### src/rtl/alu_iter.sv
// Handshaked RV32I/RV32IM execution unit: base ops settle in one cycle, M-extension ops iterate XLEN cycles.
// Define ALU_MULDIV_EN to compile in the iterative multiply/divide datapath and BUSY state.
module alu_iter #(
    parameter int XLEN = 32,
    parameter int SHW  = $clog2(XLEN)
) (
    input  logic            clk,
    input  logic            rst,
    input  logic            in_valid,
    output logic            in_ready,
    input  logic [XLEN-1:0] a,
    input  logic [XLEN-1:0] b,
    input  logic [4:0]      alu_ctrl,
    output logic            out_valid,
    input  logic            out_ready,
    output logic [XLEN-1:0] result,
    output logic            zero,
    output logic            busy
);

    localparam logic [1:0] S_IDLE = 2'd0;
    localparam logic [1:0] S_DONE = 2'd2;

    localparam logic [4:0] OP_ADD  = 5'd0;
    localparam logic [4:0] OP_SUB  = 5'd1;
    localparam logic [4:0] OP_AND  = 5'd2;
    localparam logic [4:0] OP_OR   = 5'd3;
    localparam logic [4:0] OP_XOR  = 5'd4;
    localparam logic [4:0] OP_SLL  = 5'd5;
    localparam logic [4:0] OP_SRL  = 5'd6;
    localparam logic [4:0] OP_SRA  = 5'd7;
    localparam logic [4:0] OP_SLT  = 5'd8;
    localparam logic [4:0] OP_SLTU = 5'd9;

    logic [1:0]      state_q, state_d;
    logic [XLEN-1:0] result_q, result_d;
    logic            zero_q, zero_d;

    function automatic logic [XLEN-1:0] base_op(input logic [4:0] op,
                                                input logic [XLEN-1:0] x,
                                                input logic [XLEN-1:0] y);
        logic [SHW-1:0]  sh;
        logic [XLEN-1:0] r;
        sh = y[SHW-1:0];
        case (op)
            OP_ADD:  r = x + y;
            OP_SUB:  r = x - y;
            OP_AND:  r = x & y;
            OP_OR:   r = x | y;
            OP_XOR:  r = x ^ y;
            OP_SLL:  r = x << sh;
            OP_SRL:  r = x >> sh;
            OP_SRA:  r = $unsigned($signed(x) >>> sh);
            OP_SLT:  r = {{(XLEN-1){1'b0}}, $signed(x) < $signed(y)};
            OP_SLTU: r = {{(XLEN-1){1'b0}}, x < y};
            default: r = '0;
        endcase
        return r;
    endfunction

`ifdef ALU_MULDIV_EN
    localparam logic [1:0] S_BUSY = 2'd1;

    localparam logic [4:0] OP_MUL    = 5'd10;
    localparam logic [4:0] OP_MULH   = 5'd11;
    localparam logic [4:0] OP_MULHSU = 5'd12;
    localparam logic [4:0] OP_MULHU  = 5'd13;
    localparam logic [4:0] OP_DIV    = 5'd14;
    localparam logic [4:0] OP_DIVU   = 5'd15;
    localparam logic [4:0] OP_REM    = 5'd16;
    localparam logic [4:0] OP_REMU   = 5'd17;

    // acc holds {partial product, multiplier} or {partial remainder, dividend/quotient}
    logic [SHW-1:0]    cnt_q, cnt_d;
    logic [4:0]        op_q, op_d;
    logic [XLEN-1:0]   a_q, a_d;
    logic [XLEN-1:0]   dv_q, dv_d;
    logic [2*XLEN-1:0] acc_q, acc_d;
    logic              neg_q, neg_d;
    logic              ovf_q, ovf_d;

    logic              is_iter;
    logic [XLEN-1:0]   a_abs, b_abs;
    logic [XLEN-1:0]   setup_lo, setup_dv;
    logic              setup_neg;

    assign is_iter = (alu_ctrl >= OP_MUL) && (alu_ctrl <= OP_REMU);
    assign a_abs   = a[XLEN-1] ? -a : a;
    assign b_abs   = b[XLEN-1] ? -b : b;

    always_comb begin
        setup_lo  = a;
        setup_dv  = b;
        setup_neg = 1'b0;
        case (alu_ctrl)
            OP_MULH, OP_DIV: begin
                setup_lo  = a_abs;
                setup_dv  = b_abs;
                setup_neg = a[XLEN-1] ^ b[XLEN-1];
            end
            OP_MULHSU: begin
                setup_lo  = a_abs;
                setup_neg = a[XLEN-1];
            end
            OP_REM: begin
                setup_lo  = a_abs;
                setup_dv  = b_abs;
                setup_neg = a[XLEN-1];
            end
            default: ;
        endcase
    end

    logic [XLEN:0]     mul_sum, div_rem, div_diff;
    logic [2*XLEN-1:0] acc_step, prod;
    logic [XLEN-1:0]   quo, rem, iter_res;

    always_comb begin
        mul_sum  = {1'b0, acc_q[2*XLEN-1:XLEN]} + (acc_q[0] ? {1'b0, dv_q} : '0);
        div_rem  = {acc_q[2*XLEN-1:XLEN], acc_q[XLEN-1]};
        div_diff = div_rem - {1'b0, dv_q};
        if (op_q <= OP_MULHU)
            acc_step = {mul_sum, acc_q[XLEN-1:1]};
        else if (div_diff[XLEN])
            acc_step = {div_rem[XLEN-1:0], acc_q[XLEN-2:0], 1'b0};
        else
            acc_step = {div_diff[XLEN-1:0], acc_q[XLEN-2:0], 1'b1};
        prod = neg_q ? -acc_step : acc_step;
        quo  = acc_step[XLEN-1:0];
        rem  = acc_step[2*XLEN-1:XLEN];
    end

    // Divide-by-zero and signed overflow are resolved here, after the full iteration count.
    always_comb begin
        case (op_q)
            OP_MUL:                      iter_res = prod[XLEN-1:0];
            OP_MULH, OP_MULHSU, OP_MULHU: iter_res = prod[2*XLEN-1:XLEN];
            OP_DIV, OP_DIVU:
                iter_res = (dv_q == '0) ? '1 : ovf_q ? a_q : (neg_q ? -quo : quo);
            OP_REM, OP_REMU:
                iter_res = (dv_q == '0) ? a_q : ovf_q ? '0 : (neg_q ? -rem : rem);
            default:                     iter_res = '0;
        endcase
    end
`endif

    always_comb begin
        state_d  = state_q;
        result_d = result_q;
        zero_d   = zero_q;
`ifdef ALU_MULDIV_EN
        cnt_d = cnt_q;
        op_d  = op_q;
        a_d   = a_q;
        dv_d  = dv_q;
        acc_d = acc_q;
        neg_d = neg_q;
        ovf_d = ovf_q;
`endif
        case (state_q)
            S_IDLE: begin
                if (in_valid) begin
`ifdef ALU_MULDIV_EN
                    if (is_iter) begin
                        state_d = S_BUSY;
                        cnt_d   = '0;
                        op_d    = alu_ctrl;
                        a_d     = a;
                        dv_d    = setup_dv;
                        acc_d   = {{XLEN{1'b0}}, setup_lo};
                        neg_d   = setup_neg;
                        ovf_d   = ((alu_ctrl == OP_DIV) || (alu_ctrl == OP_REM)) &&
                                  (a == {1'b1, {(XLEN-1){1'b0}}}) && (b == '1);
                    end else
`endif
                    begin
                        result_d = base_op(alu_ctrl, a, b);
                        zero_d   = (result_d == '0);
                        state_d  = S_DONE;
                    end
                end
            end
`ifdef ALU_MULDIV_EN
            S_BUSY: begin
                acc_d = acc_step;
                cnt_d = cnt_q + 1'b1;
                if (cnt_q == SHW'(XLEN-1)) begin
                    result_d = iter_res;
                    zero_d   = (iter_res == '0);
                    state_d  = S_DONE;
                end
            end
`endif
            S_DONE: begin
                if (out_ready)
                    state_d = S_IDLE;
            end
            default: state_d = S_IDLE;
        endcase
    end

    always_ff @(posedge clk) begin
        if (rst) begin
            state_q  <= S_IDLE;
            result_q <= '0;
            zero_q   <= 1'b0;
`ifdef ALU_MULDIV_EN
            cnt_q <= '0;
            op_q  <= '0;
            a_q   <= '0;
            dv_q  <= '0;
            acc_q <= '0;
            neg_q <= 1'b0;
            ovf_q <= 1'b0;
`endif
        end else begin
            state_q  <= state_d;
            result_q <= result_d;
            zero_q   <= zero_d;
`ifdef ALU_MULDIV_EN
            cnt_q <= cnt_d;
            op_q  <= op_d;
            a_q   <= a_d;
            dv_q  <= dv_d;
            acc_q <= acc_d;
            neg_q <= neg_d;
            ovf_q <= ovf_d;
`endif
        end
    end

    assign in_ready  = (state_q == S_IDLE);
    assign out_valid = (state_q == S_DONE);
    assign result    = result_q;
    assign zero      = zero_q;
`ifdef ALU_MULDIV_EN
    assign busy = (state_q == S_BUSY);
`else
    assign busy = 1'b0;
`endif

endmodule

### config.mk
export PLATFORM = sky130hd
export DESIGN_NAME = alu_iter
export DESIGN_NICKNAME = d
export VERILOG_FILES = /design/src/rtl/alu_iter.sv
export SDC_FILE = /design/constraint.sdc
export NUM_CORES = 1
export LEC_CHECK = 0
export BUFFER_PORTS_ARGS = -buffer_cell sky130_fd_sc_hd__buf_4
export CORE_MARGIN = 2
export CORE_UTILIZATION = 25
export DETAILED_ROUTE_END_ITERATION = 8
export MAX_ROUTING_LAYER = met4
export SLEW_MARGIN = 0
export SYNTH_ARGS = -nofsm -noshare
export SYNTH_HDL_FRONTEND = slang
export SYNTH_SLANG_ARGS = --single-unit
### constraint.sdc
create_clock -name clk -period 10.45 [get_ports clk]
set_input_delay 2.09 -clock clk [delete_from_list [all_inputs] [get_ports clk]]
set_output_delay 2.09 -clock clk [all_outputs]
set_load 0.02 [all_outputs]
==> results of run 1 <==
[per-layer routing]
metal  GRT usage  up-vias  routed length (µm)
met5           -        -                   0
met1       0.350     6258               24500
met4      0.0629        0                1580
met2       0.367      649               23800
li1            -     5605                   -
met3      0.0234       89                4470
[sequential cells by signal (all words and copies together), names as in the netlist]
signal and cells:
zero 1, result 32, state_q 1
[critical path, stage by stage]
cell and delay [ns]:
buf_4 0.56, inv_1 0.09, buf_4 0.33, fa_1 0.50, nor2b_1 0.18, o211ai_1 0.22
a31oi_1 0.22, a211oi_2 0.53, o21ai_0 0.38, a211oi_2 0.49, mux2i_1 0.16, xnor2_1 0.15
a2111oi_0 0.62, nand3_1 0.17, o21ai_1 0.16
[final cells by class]
type,count,area (µm²),area share
antenna,2,5.00,0.000421
clock inverter,1,5.00,0.000421
timing repair buffer,127,953,0.0803
sequential,34,681,0.0573
clock buffer,7,143,0.0120
tap,539,674,0.0568
inverter,97,364,0.0307
multi-input combinational,1230,9050,0.762
[Yosys cell counts (all sizes together), types with 11 or more instances]
library cell / instances / share of area
and3: 16 / 0.0094
nor3: 40 / 0.019
xnor2: 18 / 0.015
nor2b: 13 / 0.0076
mux4: 50 / 0.11
nand3: 41 / 0.019
a211oi: 50 / 0.036
ha: 99 / 0.12
buf: 42 / 0.026
o21ai: 80 / 0.038
a21oi: 113 / 0.054
nor2: 171 / 0.061
o31ai: 11 / 0.0078
nand4: 26 / 0.016
o211ai: 24 / 0.017
a221oi: 22 / 0.018
nor4: 13 / 0.0088
mux2: 22 / 0.024
o22ai: 15 / 0.0088
nand2: 134 / 0.047
a21o: 14 / 0.0099
a31oi: 25 / 0.015
inv: 96 / 0.034
dfxtp: 34 / 0.064
mux2i: 47 / 0.044
clkbuf: 74 / 0.026
a22oi: 15 / 0.011
[power by group through the flow]
stage | Clock, mW | Sequential [mW] | Combinational [mW]
floorplan | 0 | 0.162 | 0.365
global placement | 0 | 0.149 | 0.589
detailed placement | 0 | 0.150 | 0.587
CTS | 0.149 | 0.147 | 0.589
global route | 0.154 | 0.148 | 0.644
finish | 0.146 | 0.147 | 0.604
[cell families (layout without fill, tap and decap cells)]
kind of cell,count (synthesis),in the layout
AND/OR/NAND/NOR,503,503
AO/OA/AOI/OAI,486,486
buffers and inverters,213,232
multiplexers,119,119
adder cells (fa/ha/maj),101,101
flip-flops,34,34
XOR/XNOR,20,20
other,1,3
[through the flow]
stage / worst slack, ns / instance area [µm²]
2_1_floorplan: 4.64 / 10600
3_3_place_gp: 3.65 / 11700
3_5_place_dp: 3.53 / 11700
4_1_cts: 3.80 / 11900
5_1_grt: 3.47 / 11900
6_report: 3.75 / 11900
[worst max path at each step]
stage | end | start | cells past startpoint
floorplan | zero | b[3] | 17
finish | zero | b[1] | 15
CTS | zero | b[1] | 15
global placement | zero | b[1] | 15
global route | zero | b[1] | 15
detailed placement | zero | b[1] | 15
==> key figures, run 1 <==
Global routing
  • First-pass GRT wire length: 79.6 mm
  • Tot GR Track Use: 0.245
  • GRT overflow: 0
  • Vias in the first global route: ~12000
  • Initial antenna violation count: 1
  • Largest net degree at the start of global routing: 77

Route
  • Vias: between 10000 and 15000
  • Number of remaining DRC errors: 0
  • WL per Instance: between 20 and 30 µm
  • Routed WL: 54.4 mm
  • Drt pass-1 iters: 6
  • Via density: about 6.2
  • Final ANT Viol Nets: 0
  • DR iter-0 viols: 1626

Place
  • Port bufs: about 110
  • Placed Cells: roughly 2000
  • HPWL Detailed: 42.9 mm
  • Placer congestion estimate: approximately 1.0

Final layout
  • Fill cells: 4641
  • Final Net Count: 1669
  • Layout cells sized above 1: 0.157
  • Most frequent cells in the layout: 169 x nor2_1, 134 x nand2_1, 127 x buf_4
  • Final design utilization: 0.283
  • Area grow syn2layout: 11.7%
  • Final Non-Filler Cells: roughly 2000
  • Most common cell after layout, fill and taps aside: nor2_1

Clocking
  • Post-CTS setup buffers: 0
  • Worst-Skew Late Latency: about 0.27 ns
  • Hold-fix buffers, CTS: 0
  • Sink Count: 34
  • Post-CTS resize count: 0
  • Cts bufs inserted: 5
  • CTS tree: yes
  • Clk Tree Root Cell: clkbuf_16
  • H-tree Lvls: 2
  • Clock transition at path regs: about 0.050 ns
  • CTS max path bufs: 2

Setup path
  • R2R Setup Slk: roughly 7.9 ns
  • Critical Path Source Type: input pin
  • CP endpoint kind: flip-flop
  • R2r startpoint: state_q[1]
  • Reg2Reg Depth: 10
  • CP Class: in2reg
  • Worst Path Max Fanout: 53
  • R2R Path End: zero
  • Worst EP arrival: ~7 ns
  • Worst EP required: about 11 ns

Timing
  • RSZ-0062 raised after global routing: false
  • Worst Skew: 0.00258 ns
  • WHS: around 0.47 ns
  • Period utilisation layout: 0.641
  • Setup violators final: 0
  • Post-Route Setup TNS: 0 ns
  • Min cycle time layout: 6.70 ns
  • Relative slew slack: 0.159
  • Slew Viols, Final: 0
  • Max Fclk: roughly 150 MHz
  • Worst-margin pin slew: 1.25 ns
  • Hold Fails Final Rpt: 0

Floorplanning
  • DIE AREA: roughly 44000 µm²
  • Top-level I/O count: 109
  • Die X: between 200 and 250 µm
  • Number of placement rows: 75
  • Die Y: 210 µm
  • Initial core utilization: 0.253
  • Core area: ~42000 µm²

Power
  • Sw frac: 0.503
  • Part of the power in combinational logic: 0.674
  • P per Cell Area: ~76 nW/µm²
  • Reg power frac: 0.164
  • Int Power: between 0.4 and 0.5 mW
  • Worst IR drop on VDD: 0.0512 mV
  • Post-layout total power: ~0.9 mW
  • Sw Pwr: between 0.4 and 0.5 mW
  • Clock share of power: 0.162
  • Leak: between 4 and 5 nW

Synthesis
  • Netlist cell types: between 90 and 100
  • Synthesized Nets: around 1700
  • Post-Synth XOR/XNOR Area: 0.0165
  • Number of synthesized flops with an enable pin: 0
  • Seq/Total Area, Yosys: 0.0640
  • Post-Synth Adder-Cell Area: 0.120
  • Largest family of logic cells by synthesized area: compound AO/OA/AOI/OAI gates
  • Synth Instances: ~1500
  • Mapped cell area: roughly 11000 µm²
  • Mapped Avg Cell Area: slightly above 7 µm²
  • Count of warnings emitted by yosys: 0
  • Compound-Gate Fraction of Synth Area: 0.317
  • Top FF cell, synth: dfxtp_1
  • Post-Synth Simple-Gate Area: 0.222
  • Seq cells post-synth: 34
  • FFs w/ async S/R, synth: 0
  • Post-synthesis mux area share: 0.174

Run status
  • Outcome: completed

Hold path
  • HP Class: reg2reg
  • Hold Crit Depth: 2
  • Hold path endpoint: result[23]
  • HP Start: result[23]

Job
  • Max cap viols: 0
No activity file was read; power rests on OpenSTA's default activity.
==> inputs of run 2 (changes only) <==
==> constraint.sdc (replaced) <==
create_clock -name clk -period 6 [get_ports clk]
set_input_delay 1.2 -clock clk [delete_from_list [all_inputs] [get_ports clk]]
set_output_delay 1.2 -clock clk [all_outputs]
set_load 0.02 [all_outputs]
==> key figures, run 2 (same netlist as run 1, synthesis figures left out) <==
Run status
  • Outcome: completed

Final layout
  • Final Non-Filler Cells: 2065 (+1.4%)
  • Fin area: 12100 µm² (+2.0%)
  • Area taken by flip-flops and latches: 681 µm² (unchanged)
  • Most frequent cells in the layout: 169 x nor2_1, 153 x buf_4, 134 x nand2_1
  • Most common cell after layout, fill and taps aside: nor2_1
  • Largest register FFs: 32 (unchanged)
  • Area taken by multi-input logic gates: 9050 µm² (unchanged)
  • Fill cells: 4640 (-0.022%)
  • Layout cells sized above 1: 0.173 (+0.0161)
  • Area grow syn2layout: 13.9%
  • Final Net Count: 1697 (+1.7%)

Place
  • Placed Cells: 2055 (+1.4%)
  • Pre-CTS setup slack: 0.637 ns (-2.89 ns)
  • HPWL Detailed: 43.8 mm (+1.9%)
  • Placer congestion estimate: 1.03 (-0.86%)
  • Placed Area: 12000 µm² (+2.0%)
  • Port bufs: 107 (unchanged)

Route
  • Via density: 6.23 (+0.68%)
  • Drt pass-1 iters: 5 (-1)
  • Final ANT Viol Nets: 0 (unchanged)
  • Routed WL: 54.6 mm (+0.35%)
  • Met2 WL: 23.9 mm (about the same)
  • WL per Instance: 26.4 µm (-1.0%)
  • Max Used Layer: met4
  • Vias: 12900 (+2.1%)
  • DR iter-0 viols: 1548 (-4.8%)
  • Number of remaining DRC errors: 0 (unchanged)
  • Wire length on met3: 4.93 mm (+10%)
  • DRT met1 WL: 23.8 mm (-2.9%)

Floorplanning
  • Die Y: 210 µm (unchanged)
  • DIE AREA: 44200 µm² (unchanged)
  • Number of placement rows: 75 (unchanged)
  • Top-level I/O count: 109 (unchanged)
  • Initial core utilization: 0.253 (unchanged)
  • Core area: 41900 µm² (unchanged)
  • Die X: 210 µm (unchanged)

Setup path
  • Critical path's top delay family: compound AO/OA/AOI/OAI gates
  • Worst Path Max Fanout: 12 (-77%)
  • Worst EP arrival: 5.40 ns (-1.51 ns)
  • CP Class: in2reg
  • Critical Path Source Type: input pin
  • Worst EP required: 6.21 ns (-4.45 ns)
  • Worst path cell trace: buf_4 -> inv_1 -> ha_1 -> nand2_1 -> nor2_1 -> nand4_2 -> a2111oi_0 -> o31a_1 -> a311o_1 -> mux2i_1 -> xnor2_1 -> a2111oi_0 -> buf_4 -> nand3_1 -> o21ai_1
  • WP buf/inv: 3 (unchanged)
  • Slowest cell on the critical path: a2111oi_0
  • Crit-path max cell delay: 0.91 ns (+0.29 ns)
  • CP endpoint kind: flip-flop

Power
  • Sw Pwr: 0.796 mW (+77%)
  • Leak: 5.00 nW (+2.9%)
  • P per Cell Area: 131 nW/µm² (+74%)
  • Int Power: 0.794 mW (+78%)
  • Post-layout total power: 1.59 mW (+77%)
  • Part of the power in combinational logic: 0.679 (+0.005)
  • Worst IR drop on VDD: 0.128 mV (+150%)
  • Reg power frac: 0.161 (-0.003)
  • Clock share of power: 0.160 (-0.002)
  • Sw frac: 0.501 (-0.00232)

Timing
  • RSZ-0062 raised after global routing: false
  • Worst-margin pin slew: 1.42 ns (+0.172 ns)
  • Relative slew slack: 0.0420 (-0.117)
  • Setup violators final: 0 (unchanged)
  • Max Fclk: between 150 and 200 MHz
  • Hold Fails Final Rpt: 0 (unchanged)
  • Period utilisation layout: 0.865
  • Min cycle time layout: between 5 and 6 ns
  • Post-Route Setup TNS: 0 ns (unchanged)
  • Slew Viols, Final: 0 (unchanged)
  • Worst Skew: 0.00458 ns (+0.00200 ns)
  • Final worst slack: 0.808 ns (-2.94 ns)

Hold path
  • HP Class: reg2reg

Clocking
  • Hold-fix buffers, CTS: 0 (unchanged)
  • H-tree Lvls: 2 (unchanged)
  • Post-CTS resize count: 0 (unchanged)
  • Cts bufs inserted: 5 (unchanged)
  • Post-CTS setup buffers: 0 (unchanged)
  • Clk Tree Root Cell: clkbuf_16
  • Worst-Skew Late Latency: 0.27 ns (about the same)
  • Sink Count: 34 (unchanged)
  • CTS tree: yes
  • Clock transition at path regs: 0.05 ns (about the same)
  • CTS max path bufs: 2 (unchanged)

Job
  • Max cap viols: 0 (unchanged)

Global routing
  • Initial antenna violation count: 1 (unchanged)
  • Largest net degree at the start of global routing: 77 (unchanged)
  • GRT overflow: 0 (unchanged)
  • Tot GR Track Use: 0.246 (+0.00137)
  • Vias in the first global route: 12000 (+1.9%)
  • First-pass GRT wire length: 80.2 mm (+0.66%)
-- run 2: final timing paths --
check | to | slack, ns | depth (start not counted) | start
worst max-delay path | zero | 0.81 | 15 | a[7]
worst max register to register | zero | 3.44 | 10 | state_q[1]
worst min register to register | result[23] | 0.47 | 2 | result[23]
worst min-delay path | result[23] | 0.47 | 2 | result[23]
-- run 2: layer usage --
layer | up-vias | track usage
met3 | 96 | 0.0323
met4 | 0 | 0.0765
met2 | 767 | 0.375
li1 | 5671 | -
met5 | - | -
met1 | 6327 | 0.337
-- run 2: worst register-to-register path, delay by kind of cell, from the launching register on --
family	cells	cell delay (ns)
AOI/OAI and AO/OA	2	0.49
buffers and inverters	1	0.09
DFF	1	0.36
and+or+nand+nor	7	1.56
-- run 2: final cells by class --
cell class	count	share of cell area
well taps	539	0.0557
inverters	97	0.0301
repair buffers	155	0.0981
flip-flops and latches	34	0.0562
clock inverters	2	0.00103
multi-input cells	1230	0.747
clock buffers	6	0.0115
diodes	2	0.000413
-- run 2: metrics by stage --
step,hold WS [ns],utilization
4_1_cts,0.474,0.289
5_1_grt,0.503,0.289
3_3_place_gp,0.455,0.285
3_5_place_dp,0.466,0.285
2_1_floorplan,0.535,-
6_report,0.471,0.289
-- run 2: power by group through the flow --
| stage | registers [mW] | clock network [mW] | logic [mW] |
|---|---|---|---|
| finish | 0.256 | 0.254 | 1.08 |
| global route | 0.258 | 0.269 | 1.15 |
| global placement | 0.260 | 0 | 1.05 |
| floorplan | 0.282 | 0 | 0.635 |
| CTS | 0.256 | 0.260 | 1.05 |
| detailed placement | 0.261 | 0 | 1.05 |
